## src/rtl/fir_filter_mc_pkg.sv

```systemverilog
// Shared FSM state type and sizing helpers for the multi-channel FIR filter.
package fir_filter_mc_pkg;

  typedef enum logic [1:0] {
    ST_CLEAR = 2'd0,
    ST_IDLE  = 2'd1,
    ST_MAC   = 2'd2,
    ST_OUT   = 2'd3
  } state_e;

  function automatic int unsigned clog2_min1(input int unsigned n);
    return (n <= 1) ? 1 : int'($clog2(n));
  endfunction

  function automatic int unsigned acc_width(input int unsigned data_w, input int unsigned coef_w,
                                            input int unsigned taps);
    return data_w + coef_w + clog2_min1(taps);
  endfunction

  function automatic longint sat_max(input int unsigned w);
    return (longint'(1) <<< (w - 1)) - 1;
  endfunction

  function automatic longint sat_min(input int unsigned w);
    return -(longint'(1) <<< (w - 1));
  endfunction

endpackage

```

## src/rtl/fir_delay_ram.sv

```systemverilog
// Simple dual-port delay-line memory: one write port, one read port with 1-cycle latency.
module fir_delay_ram
  import fir_filter_mc_pkg::*;
#(
  parameter int unsigned DATA_W = 16,
  parameter int unsigned DEPTH  = 32
) (
  input  logic                           clk,
  input  logic                           we_i,
  input  logic [clog2_min1(DEPTH)-1:0]   waddr_i,
  input  logic [DATA_W-1:0]              wdata_i,
  input  logic [clog2_min1(DEPTH)-1:0]   raddr_i,
  output logic [DATA_W-1:0]              rdata_o
);

  logic [DATA_W-1:0] mem_q [DEPTH];
  logic [DATA_W-1:0] rdata_q;

  always_ff @(posedge clk) begin
    if (we_i) mem_q[waddr_i] <= wdata_i;
    rdata_q <= mem_q[raddr_i];
  end

  assign rdata_o = rdata_q;

endmodule

```

## src/rtl/fir_filter_mc.sv

```systemverilog
// Time-multiplexed multi-channel FIR: one MAC per clock, shared runtime-loadable
// coefficients, per-channel circular delay lines in a single RAM.
module fir_filter_mc
  import fir_filter_mc_pkg::*;
#(
  parameter int unsigned DATA_W   = 16,
  parameter int unsigned COEF_W   = 16,
  parameter int unsigned OUT_W    = 16,
  parameter int unsigned TAPS     = 8,
  parameter int unsigned CHANNELS = 4,
  parameter int unsigned SHIFT    = 15
) (
  input  logic                              clk,
  input  logic                              reset,
  input  logic                              call_valid,
  output logic                              call_stall,
  input  logic [DATA_W-1:0]                 call_data,
  input  logic [clog2_min1(CHANNELS)-1:0]   call_chan,
  output logic                              return_valid,
  input  logic                              return_stall,
  output logic [OUT_W-1:0]                  return_data,
  output logic [clog2_min1(CHANNELS)-1:0]   return_chan,
  input  logic                              coef_we,
  input  logic [clog2_min1(TAPS)-1:0]       coef_addr,
  input  logic [COEF_W-1:0]                 coef_data,
  output logic                              coef_busy
);

  localparam int unsigned CH_W   = clog2_min1(CHANNELS);
  localparam int unsigned TAP_W  = clog2_min1(TAPS);
  localparam int unsigned DEPTH  = CHANNELS * TAPS;
  localparam int unsigned ADDR_W = clog2_min1(DEPTH);
  localparam int unsigned PROD_W = DATA_W + COEF_W;
  localparam int unsigned ACC_W  = acc_width(DATA_W, COEF_W, TAPS);
  localparam logic signed [ACC_W-1:0] ACC_MAX = ACC_W'(sat_max(OUT_W));
  localparam logic signed [ACC_W-1:0] ACC_MIN = ACC_W'(sat_min(OUT_W));

  state_e                    state_q, state_d;
  logic [ADDR_W-1:0]         clr_addr_q, clr_addr_d;
  logic [TAP_W-1:0]          tap_q, tap_d, rd_idx_q, rd_idx_d;
  logic [CH_W-1:0]           chan_q, chan_d;
  logic                      chan_ok_q, chan_ok_d;
  logic signed [DATA_W-1:0]  samp_q, samp_d;
  logic signed [ACC_W-1:0]   acc_q, acc_d;
  logic [TAP_W-1:0]          ptr_q [CHANNELS];
  logic signed [COEF_W-1:0]  coef_q [TAPS];

  logic                      call_stall_q, call_stall_d;
  logic                      coef_busy_q, coef_busy_d;
  logic                      return_valid_q, return_valid_d;
  logic [OUT_W-1:0]          return_data_q, return_data_d;
  logic [CH_W-1:0]           return_chan_q, return_chan_d;

  logic                      ram_we_c;
  logic [ADDR_W-1:0]         ram_waddr_c, ram_raddr_c;
  logic [DATA_W-1:0]         ram_wdata_c, ram_rdata;
  logic                      coef_wr_c, ptr_adv_c, call_ok_c;
  logic [CH_W-1:0]           call_sel_c, chan_cur_c;
  logic [TAP_W-1:0]          ptr_cur_c, ptr_nxt_c;
  logic signed [DATA_W-1:0]  tap_x_c;
  logic signed [PROD_W-1:0]  prod_c;
  logic signed [ACC_W-1:0]   acc_sum_c, shifted_c;
  logic [OUT_W-1:0]          sat_c;

  function automatic logic [TAP_W-1:0] idx_dec(input logic [TAP_W-1:0] i);
    return (i == '0) ? TAP_W'(TAPS - 1) : i - TAP_W'(1);
  endfunction

  function automatic logic [ADDR_W-1:0] word_addr(input logic [CH_W-1:0] ch,
                                                  input logic [TAP_W-1:0] idx);
    return ADDR_W'(ch) * ADDR_W'(TAPS) + ADDR_W'(idx);
  endfunction

  fir_delay_ram #(.DATA_W(DATA_W), .DEPTH(DEPTH)) u_ram (
    .clk     (clk),
    .we_i    (ram_we_c),
    .waddr_i (ram_waddr_c),
    .wdata_i (ram_wdata_c),
    .raddr_i (ram_raddr_c),
    .rdata_o (ram_rdata)
  );

  // Datapath: tap 0 bypasses the latched sample, later taps come from the RAM read issued a cycle earlier.
  always_comb begin
    call_ok_c   = 32'(call_chan) < CHANNELS;
    call_sel_c  = call_ok_c ? call_chan : '0;
    chan_cur_c  = chan_ok_q ? chan_q : '0;
    ptr_cur_c   = ptr_q[chan_cur_c];
    ptr_nxt_c   = (ptr_cur_c == TAP_W'(TAPS - 1)) ? '0 : ptr_cur_c + TAP_W'(1);
    ram_raddr_c = word_addr(chan_cur_c, rd_idx_q);
    tap_x_c     = (tap_q == '0) ? samp_q : $signed(ram_rdata);
    prod_c      = PROD_W'(tap_x_c) * PROD_W'(coef_q[tap_q]);
    acc_sum_c   = acc_q + (chan_ok_q ? ACC_W'(prod_c) : '0);
    shifted_c   = acc_sum_c >>> SHIFT;
    if (shifted_c > ACC_MAX)      sat_c = OUT_W'(ACC_MAX);
    else if (shifted_c < ACC_MIN) sat_c = OUT_W'(ACC_MIN);
    else                          sat_c = OUT_W'(shifted_c);
  end

  always_comb begin
    state_d       = state_q;
    clr_addr_d    = clr_addr_q;
    tap_d         = tap_q;
    rd_idx_d      = rd_idx_q;
    chan_d        = chan_q;
    chan_ok_d     = chan_ok_q;
    samp_d        = samp_q;
    acc_d         = acc_q;
    return_data_d = return_data_q;
    return_chan_d = return_chan_q;
    ram_we_c      = 1'b0;
    ram_waddr_c   = '0;
    ram_wdata_c   = '0;
    coef_wr_c     = 1'b0;
    ptr_adv_c     = 1'b0;
    unique case (state_q)
      ST_CLEAR: begin
        ram_we_c    = 1'b1;
        ram_waddr_c = clr_addr_q;
        clr_addr_d  = clr_addr_q + ADDR_W'(1);
        if (clr_addr_q == ADDR_W'(DEPTH - 1)) state_d = ST_IDLE;
      end
      ST_IDLE: begin
        coef_wr_c = coef_we && (32'(coef_addr) < TAPS);
        if (call_valid) begin
          chan_d      = call_chan;
          chan_ok_d   = call_ok_c;
          samp_d      = $signed(call_data);
          ram_we_c    = call_ok_c;
          ram_waddr_c = word_addr(call_sel_c, ptr_q[call_sel_c]);
          ram_wdata_c = call_data;
          rd_idx_d    = idx_dec(ptr_q[call_sel_c]);
          tap_d       = '0;
          acc_d       = '0;
          state_d     = ST_MAC;
        end
      end
      ST_MAC: begin
        acc_d    = acc_sum_c;
        rd_idx_d = idx_dec(rd_idx_q);
        tap_d    = tap_q + TAP_W'(1);
        if (tap_q == TAP_W'(TAPS - 1)) begin
          ptr_adv_c     = chan_ok_q;
          return_data_d = sat_c;
          return_chan_d = chan_q;
          state_d       = ST_OUT;
        end
      end
      ST_OUT: begin
        if (!return_stall) state_d = ST_IDLE;
      end
      default: state_d = ST_CLEAR;
    endcase
    call_stall_d   = (state_d != ST_IDLE);
    coef_busy_d    = (state_d != ST_IDLE);
    return_valid_d = (state_d == ST_OUT);
  end

  always_ff @(posedge clk) begin
    if (reset) begin
      state_q        <= ST_CLEAR;
      clr_addr_q     <= '0;
      tap_q          <= '0;
      rd_idx_q       <= '0;
      chan_q         <= '0;
      chan_ok_q      <= 1'b0;
      samp_q         <= '0;
      acc_q          <= '0;
      call_stall_q   <= 1'b1;
      coef_busy_q    <= 1'b1;
      return_valid_q <= 1'b0;
      return_data_q  <= '0;
      return_chan_q  <= '0;
      for (int unsigned i = 0; i < CHANNELS; i++) ptr_q[i] <= '0;
      for (int unsigned i = 0; i < TAPS; i++) coef_q[i] <= '0;
    end else begin
      state_q        <= state_d;
      clr_addr_q     <= clr_addr_d;
      tap_q          <= tap_d;
      rd_idx_q       <= rd_idx_d;
      chan_q         <= chan_d;
      chan_ok_q      <= chan_ok_d;
      samp_q         <= samp_d;
      acc_q          <= acc_d;
      call_stall_q   <= call_stall_d;
      coef_busy_q    <= coef_busy_d;
      return_valid_q <= return_valid_d;
      return_data_q  <= return_data_d;
      return_chan_q  <= return_chan_d;
      if (coef_wr_c) coef_q[coef_addr] <= $signed(coef_data);
      if (ptr_adv_c) ptr_q[chan_cur_c] <= ptr_nxt_c;
    end
  end

  assign call_stall   = call_stall_q;
  assign coef_busy    = coef_busy_q;
  assign return_valid = return_valid_q;
  assign return_data  = return_data_q;
  assign return_chan  = return_chan_q;

endmodule

```

## config.mk

```make
export PLATFORM = sky130hd
export DESIGN_NAME = fir_filter_mc
export DESIGN_NICKNAME = d
export VERILOG_FILES = /design/src/rtl/fir_filter_mc_pkg.sv /design/src/rtl/fir_delay_ram.sv /design/src/rtl/fir_filter_mc.sv
export SDC_FILE = /design/constraint.sdc
export NUM_CORES = 2
export LEC_CHECK = 0
export BUFFER_PORTS_ARGS = -buffer_cell sky130_fd_sc_hd__buf_2
export CORE_AREA = 2 2 310 312
export CTS_CLUSTER_DIAMETER = 30
export DETAILED_ROUTE_END_ITERATION = 6
export DIE_AREA = 0 0 312 314
export SYNTH_ARGS = -nofsm -noshare
export SYNTH_HDL_FRONTEND = slang
export SYNTH_HIERARCHICAL = 1
export SYNTH_SLANG_ARGS = --single-unit
```

## constraint.sdc

```tcl
create_clock -name clk -period 23.6 [get_ports clk]
set_input_delay 5.9 -clock clk [delete_from_list [all_inputs] [get_ports clk]]
set_output_delay 5.9 -clock clk [all_outputs]
set_load 0.02 [all_outputs]
```

# Yosys cells after proc, flatten, opt, wreduce, memory -nomap -nowiden
# Memories as Yosys holds them, arrays and structs flattened. A register that Yosys moved wholly into a read port is not among the register bits.
# Cells that the tools add are included.
# Widths: inputs -> output; s select.
[totals]
ff_bits = 87
mem_bits_rw = 652
input_bits = 42
output_inout_bits = 21
wordCells = 91
memories = 3
[memory_table]
columns = ["name", "depth", "width", "read_ports", "rd_clocked_by_memory_dff", "wr", "line", "rtl"]
rows = [
  ["u_ram.mem_q", 32, 16, 1, 1, 1, "fir_delay_ram.sv:16", "logic [DATA_W-1:0] mem_q [DEPTH];"],
  ["coef_q", 8, 16, 1, 1, 8, "fir_filter_mc.sv:46", "logic signed [COEF_W-1:0] coef_q [TAPS];"],
  ["ptr_q", 4, 3, 2, 0, 4, "fir_filter_mc.sv:45", "logic [TAP_W-1:0] ptr_q [CHANNELS];"],
]
[classes]
add_sub_neg = 8
mul = 1
order_cmp = 2
n_eq_ne = 9
mux = 46
n_reduce_logical = 10
[ops]
columns = ["cell", "n"]
rows = [
  ["$mux 16", 6],
  ["$mux 35", 2],
  ["$pmux 35 s2", 1],
  ["$add 35x35->35", 1],
  ["$mul 16x16->32", 1],
  ["$mux 3", 9],
  ["$gt 20x16->1 const B", 1],
  ["$lt 20x16->1 const B", 1],
  ["$mux 1", 16],
  ["$reduce_or 16->1", 1],
  ["$mux 2", 6],
  ["$pmux 3 s2", 2],
  ["$add 5x3->5", 2],
  ["$pmux 5 s2", 1],
  ["$logic_not 3->1", 3],
  ["$pmux 2 s4", 1],
  ["$add 3x1->3 const B", 2],
  ["$eq 2x2->1 const B", 3],
  ["$eq 3x3->1 const B", 2],
  ["$reduce_and 2->1", 3],
  ["$sub 3x1->3 const B", 2],
  ["$add 5x1->5 const B", 1],
  ["$eq 5x5->1 const B", 1],
  ["$mux 5", 1],
  ["other kinds (7)", 7],
]

# Depth between registers and ports, before layout
[logic_depth]
ltp_word = 8
mapped_depth = 44
depth_no_buf = 40

# Hierarchy
# The synthesis kept the hierarchy.
[by_module_without_submodules]
columns = ["mod", "instances", "cells_each", "area_per_inst_um2", "seq_area_each_um2"]
rows = [
  ["fir_filter_mc", 1, 2228, 21795.9, 6005.8],
  ["fir_delay_ram", 1, 1143, 20535.9, 15695.1],
]

# Worst setup path after synthesis
# OpenSTA, ideal clock, no wires.
[synth_timing]
kind = "reg2reg"
startpoint = "reg (tool-made name)"
endpoint = "reg return_data_q[10], in the netlist return_data[10]"
setup_time_ns = 0.074
arrival_time_ns = 9.825
t_required_ns = 23.526
setup_slack_ns = 13.701
path_stages_with_launch = 39
n_path_buf = 4
synth_period_minus_slack_ns = 9.899
path_cell_list = "dfxtp_1 -> clkbuf_1 -> buf_1 -> mux4_2 -> mux2i_1 -> clkbuf_1 -> nor2_1 -> fa_1 -> inv_1 -> fa_1 -> fa_1 -> inv_1 -> fa_1 -> fa_1 -> inv_1 -> fa_1 -> inv_1 -> ha_1 -> (+3 left out) -> a221oi_1 -> o21bai_1 -> a21oi_1 -> xor2_1 -> nor2_1 -> ha_1 -> and4_1 -> and3_1 -> a221oi_1 -> o21ai_1 -> a31oi_1 -> o221ai_1 -> xor2_1 -> nor4_2 -> o31ai_4 -> buf_6 -> a21oi_2 -> nor3_2"
[synth_lines]
columns = ["element", "line", "rtl"]
rows = [
  ["to (signal assigned)", "fir_filter_mc.sv:188", "return_data_q <= return_data_d;"],
  ["to (decl)", "fir_filter_mc.sv:51", "logic [OUT_W-1:0] return_data_q, return_data_d;"],
]

# Worst setup path after layout
[layout_timing]
startpoint = "reg tap_q[0]"
endpoint = "reg return_data_q[0], in the netlist return_data[0]"
[layout_between]
elab_chain_len = 8
word_cells_on_any_way = 11
cone_classes = "add/sub: 1; mul: 1; order compare: 2; eq/ne: 1; mux: 4; reduce/logical: 2"
[layout_rtl]
columns = ["element", "line", "rtl"]
rows = [
  ["from (decl)", "fir_filter_mc.sv:40", "logic [TAP_W-1:0] tap_q, tap_d, rd_idx_q, rd_idx_d;"],
  ["from (signal assigned)", "fir_filter_mc.sv:179", "tap_q <= tap_d;"],
  ["$logic_not 3->1", "fir_filter_mc.sv:91", "tap_x_c = (tap_q == '0) ? samp_q : $signed(ram_rdata);"],
  ["$mux 16", "fir_filter_mc.sv:91", ""],
  ["$mul 16x16->32", "fir_filter_mc.sv:92", "prod_c = PROD_W'(tap_x_c) * PROD_W'(coef_q[tap_q]);"],
  ["$mux 35", "fir_filter_mc.sv:93", "acc_sum_c = acc_q + (chan_ok_q ? ACC_W'(prod_c) : '0);"],
  ["$add 35x35->35", "fir_filter_mc.sv:93", ""],
  ["$lt 20x16->1", "fir_filter_mc.sv:96", "else if (shifted_c < ACC_MIN) sat_c = OUT_W'(ACC_MIN);"],
  ["$mux 16", "fir_filter_mc.sv:96", ""],
  ["$mux 16", "fir_filter_mc.sv:95", "if (shifted_c > ACC_MAX) sat_c = OUT_W'(ACC_MAX);"],
]
# Parallel ways exist; a longest one is shown, timed or not.
# A chain may end at the register's enable or synchronous reset.

==> flow_summary.yaml <==
critical_path:
  critPathMaxStageDelay_ns: 1.05
  cp_common_cell: "fa_1"
  cp_slowest_cell: "mux2i_1"
  path_max_fanout: 31
  crit_type: "flop to flop"
  critPathCaptureType: "flop"
  cp.required_ns: 24.22
  arrival_ns: 11.95
  critPathLaunchType: "flop"
  rr_worst_depth: 36
outcome:
  status: "finished, final reports clean"
pwr:
  powerDensity_nw_per_um2: 74.3
  power.leakage_uw: 0.0184
  worst_ir_drop_vdd_uv: 66.0
placed_design:
  dp_cells: 4619
  port_buffers: 62
  place_ws_ns: 12.47
  dp.final_hpwl_um: 70100
  gp_congestion: 0.841
  place_area_um2: 43900
routing:
  wire_per_inst_um: 22.1
  firstDrtPassIters: 7
  drtIter0Drc: 1875
  vias: 26368
  postRouteWirelength_um: 108000
  ant_nets: 0
  vias_per_cell: 5.38
  drc_errors: 0
global_route:
  grt_pass1_vias: 26734
  antenna_found_initial: 2
  grtUsageTotal_pct: 22.4
  gr-total-overflow: 0
  grt_max_degree: 111
  grt_pass1_wl_um: 165000
sta:
  setup_viol: 0
  tightest_slew_ns: 1.33
  maxSlewHeadroom_pct: 8.52
  drv_slew: 0
  rsz0062_at_grt: "false"
  min_period_over_period_pct: 48.0
  tns_ns: 0
  finalHoldViolations: 0
  skew_ns: 0.0482
  fin_ws_ns: 12.27
  fin_crit_ns: 11.33
  max_freq_ghz: 0.0882
floorplan:
  die-area_um2: 98000
  rows: 113
  start_util_pct: 44.8
  core_um2: 94400
  dieWidth_um: 312
  io-pin-count: 63
  fp.dieH_um: 314
yosys:
  yosys_most_used_dff: "edfxtp_1"
  synthCells: 3371
  syn_area_per_cell_um2: 12.6
  synth_seq_area_share_pct: 51.3
  ys_ff_latch: 758
  yosys_warnings: 6
  netlist_area_um2: 42300
  synth-edff-count: 652
  async_reset_ff_share_pct: 0
  synth_cell_type_count: 77
  synthesis.nets: 3803
clocking:
  cts-buffers-inserted: 146
  cts_max_level: 4
  holdBufCountCts: 0
  root_buffer: "clkbuf_16"
  ctsResizeCount: 0
  cts_sinks: 758
  post_cts.repair.setup_buffers: 0
  clockBufferDepth: 3
  cts_tree: "done"
  clkSlewWorstSetupHoldPaths_ns: 0.04
  clkLatencyLatePin_ns: 0.73
layout:
  stdcell_count: 4897
  nNetsFinal: 3934
  multiInputGateArea_um2: 18500
  areaGrowthSynthToFinish_pct: 15.9
  mostFrequentLayoutCells: "edfxtp_1 (652), inv_1 (344), mux2i_1 (288), fa_1 (263), nand2_1 (257)"
  regArea_um2: 21700
  layout_commonest_cell: "edfxtp_1"
  fill_cells: 8109
  drive_above_1_share_pct: 13.7
  fin_area_um2: 49100
  fin_util_pct: 51.9
hold_path:
  min_path_cells: 2
  worstHoldPathType: "flop to flop"
job:
  maxCapViolCount: 0
[cell usage after synthesis, types with 64 or more instances]
master / n / area, um2
edfxtp_1: 652 / 19600
inv_1: 344 / 1290
mux2i_1: 288 / 2880
fa_1: 263 / 5270
nand2_1: 257 / 965
nor2_1: 244 / 916
a21oi_1: 154 / 771
and2_1: 149 / 932
ha_1: 127 / 1590
dfxtp_1: 106 / 2120
clkbuf_1: 79 / 297
nand3_1: 79 / 395
a22oi_1: 64 / 480
[final cells by class]
type                    instances  share of cell area [%]
inverters                     344                    2.63
diodes                          7                  0.0357
clock inverters               100                    2.57
flip-flops and latches        758                    44.2
repair buffers                131                    1.72
well taps                    1265                    3.23
multi-input cells            2121                    37.8
clock buffers                 171                    7.83
[where the power goes]
part	switching, uW	total, uW	internal (uW)	leakage, uW
Combinational	57.1	81.5	24.4	0.00946
Clock	717	2090	1370	0.00244
Sequential	6.75	1470	1470	0.00651
[stage by stage]
stage               total power [uW]  hold slack (ns)
floorplan                       1540            0.436
detailed placement              1580            0.452
finish                          3650            0.465
global placement                1580            0.442
CTS                             3670            0.466
global route                    3750            0.476
[sequential cells by signal (all words and copies together), names as in the netlist, 3 cells and up, named ones only]
register,flops
acc_q,35
clr_addr_q,5
coef_q,128
ptr_q,12
rd_idx_q,3
return_data,16
samp_q,16
tap_q,3
u_ram/mem_q,512
u_ram/rdata_o,16
[critical path, delay by kind of cell (launching register included)]
kind / cells / cell delay (ns)
simple gates: 8 / 1.75
compound gates: 11 / 3.30
xor+xnor: 2 / 0.48
flops: 1 / 0.34
fa+ha+maj: 9 / 4.02
mux: 1 / 1.05
buf+inv: 5 / 0.28
[layer usage]
metal | share of wire, % | track usage, %
met5 | 0.0092 | 0
met4 | 2.1 | 6.45
met1 | 47 | 33.1
met3 | 6.9 | 4.57
met2 | 44 | 33.4
[kinds of logic after synthesis]
family,count (synthesis),share of synthesized area (%)
AOI/OAI and AO/OA,414,6.51
xor gates and xnor gates,60,1.24
adders and majority gates,390,16.2
buffers and inverters,492,5.09
DFF,758,51.3
muxes,348,9.34
and+or+nand+nor,909,10.4
[final timing paths]
check | start | to | slack (ns)
hold reg to reg | acc_q[34]$_SDFFE_PP0P_ | acc_q[34]$_SDFFE_PP0P_ | 0.47
hold / removal | acc_q[34]$_SDFFE_PP0P_ | acc_q[34]$_SDFFE_PP0P_ | 0.47
setup / recovery | tap_q[0]$_SDFFE_PP0P_ | return_data[0]$_SDFFE_PP0P_ | 12.27
setup reg to reg | tap_q[0]$_SDFFE_PP0P_ | return_data[0]$_SDFFE_PP0P_ | 12.27
(Power assumes the default switching activity.)
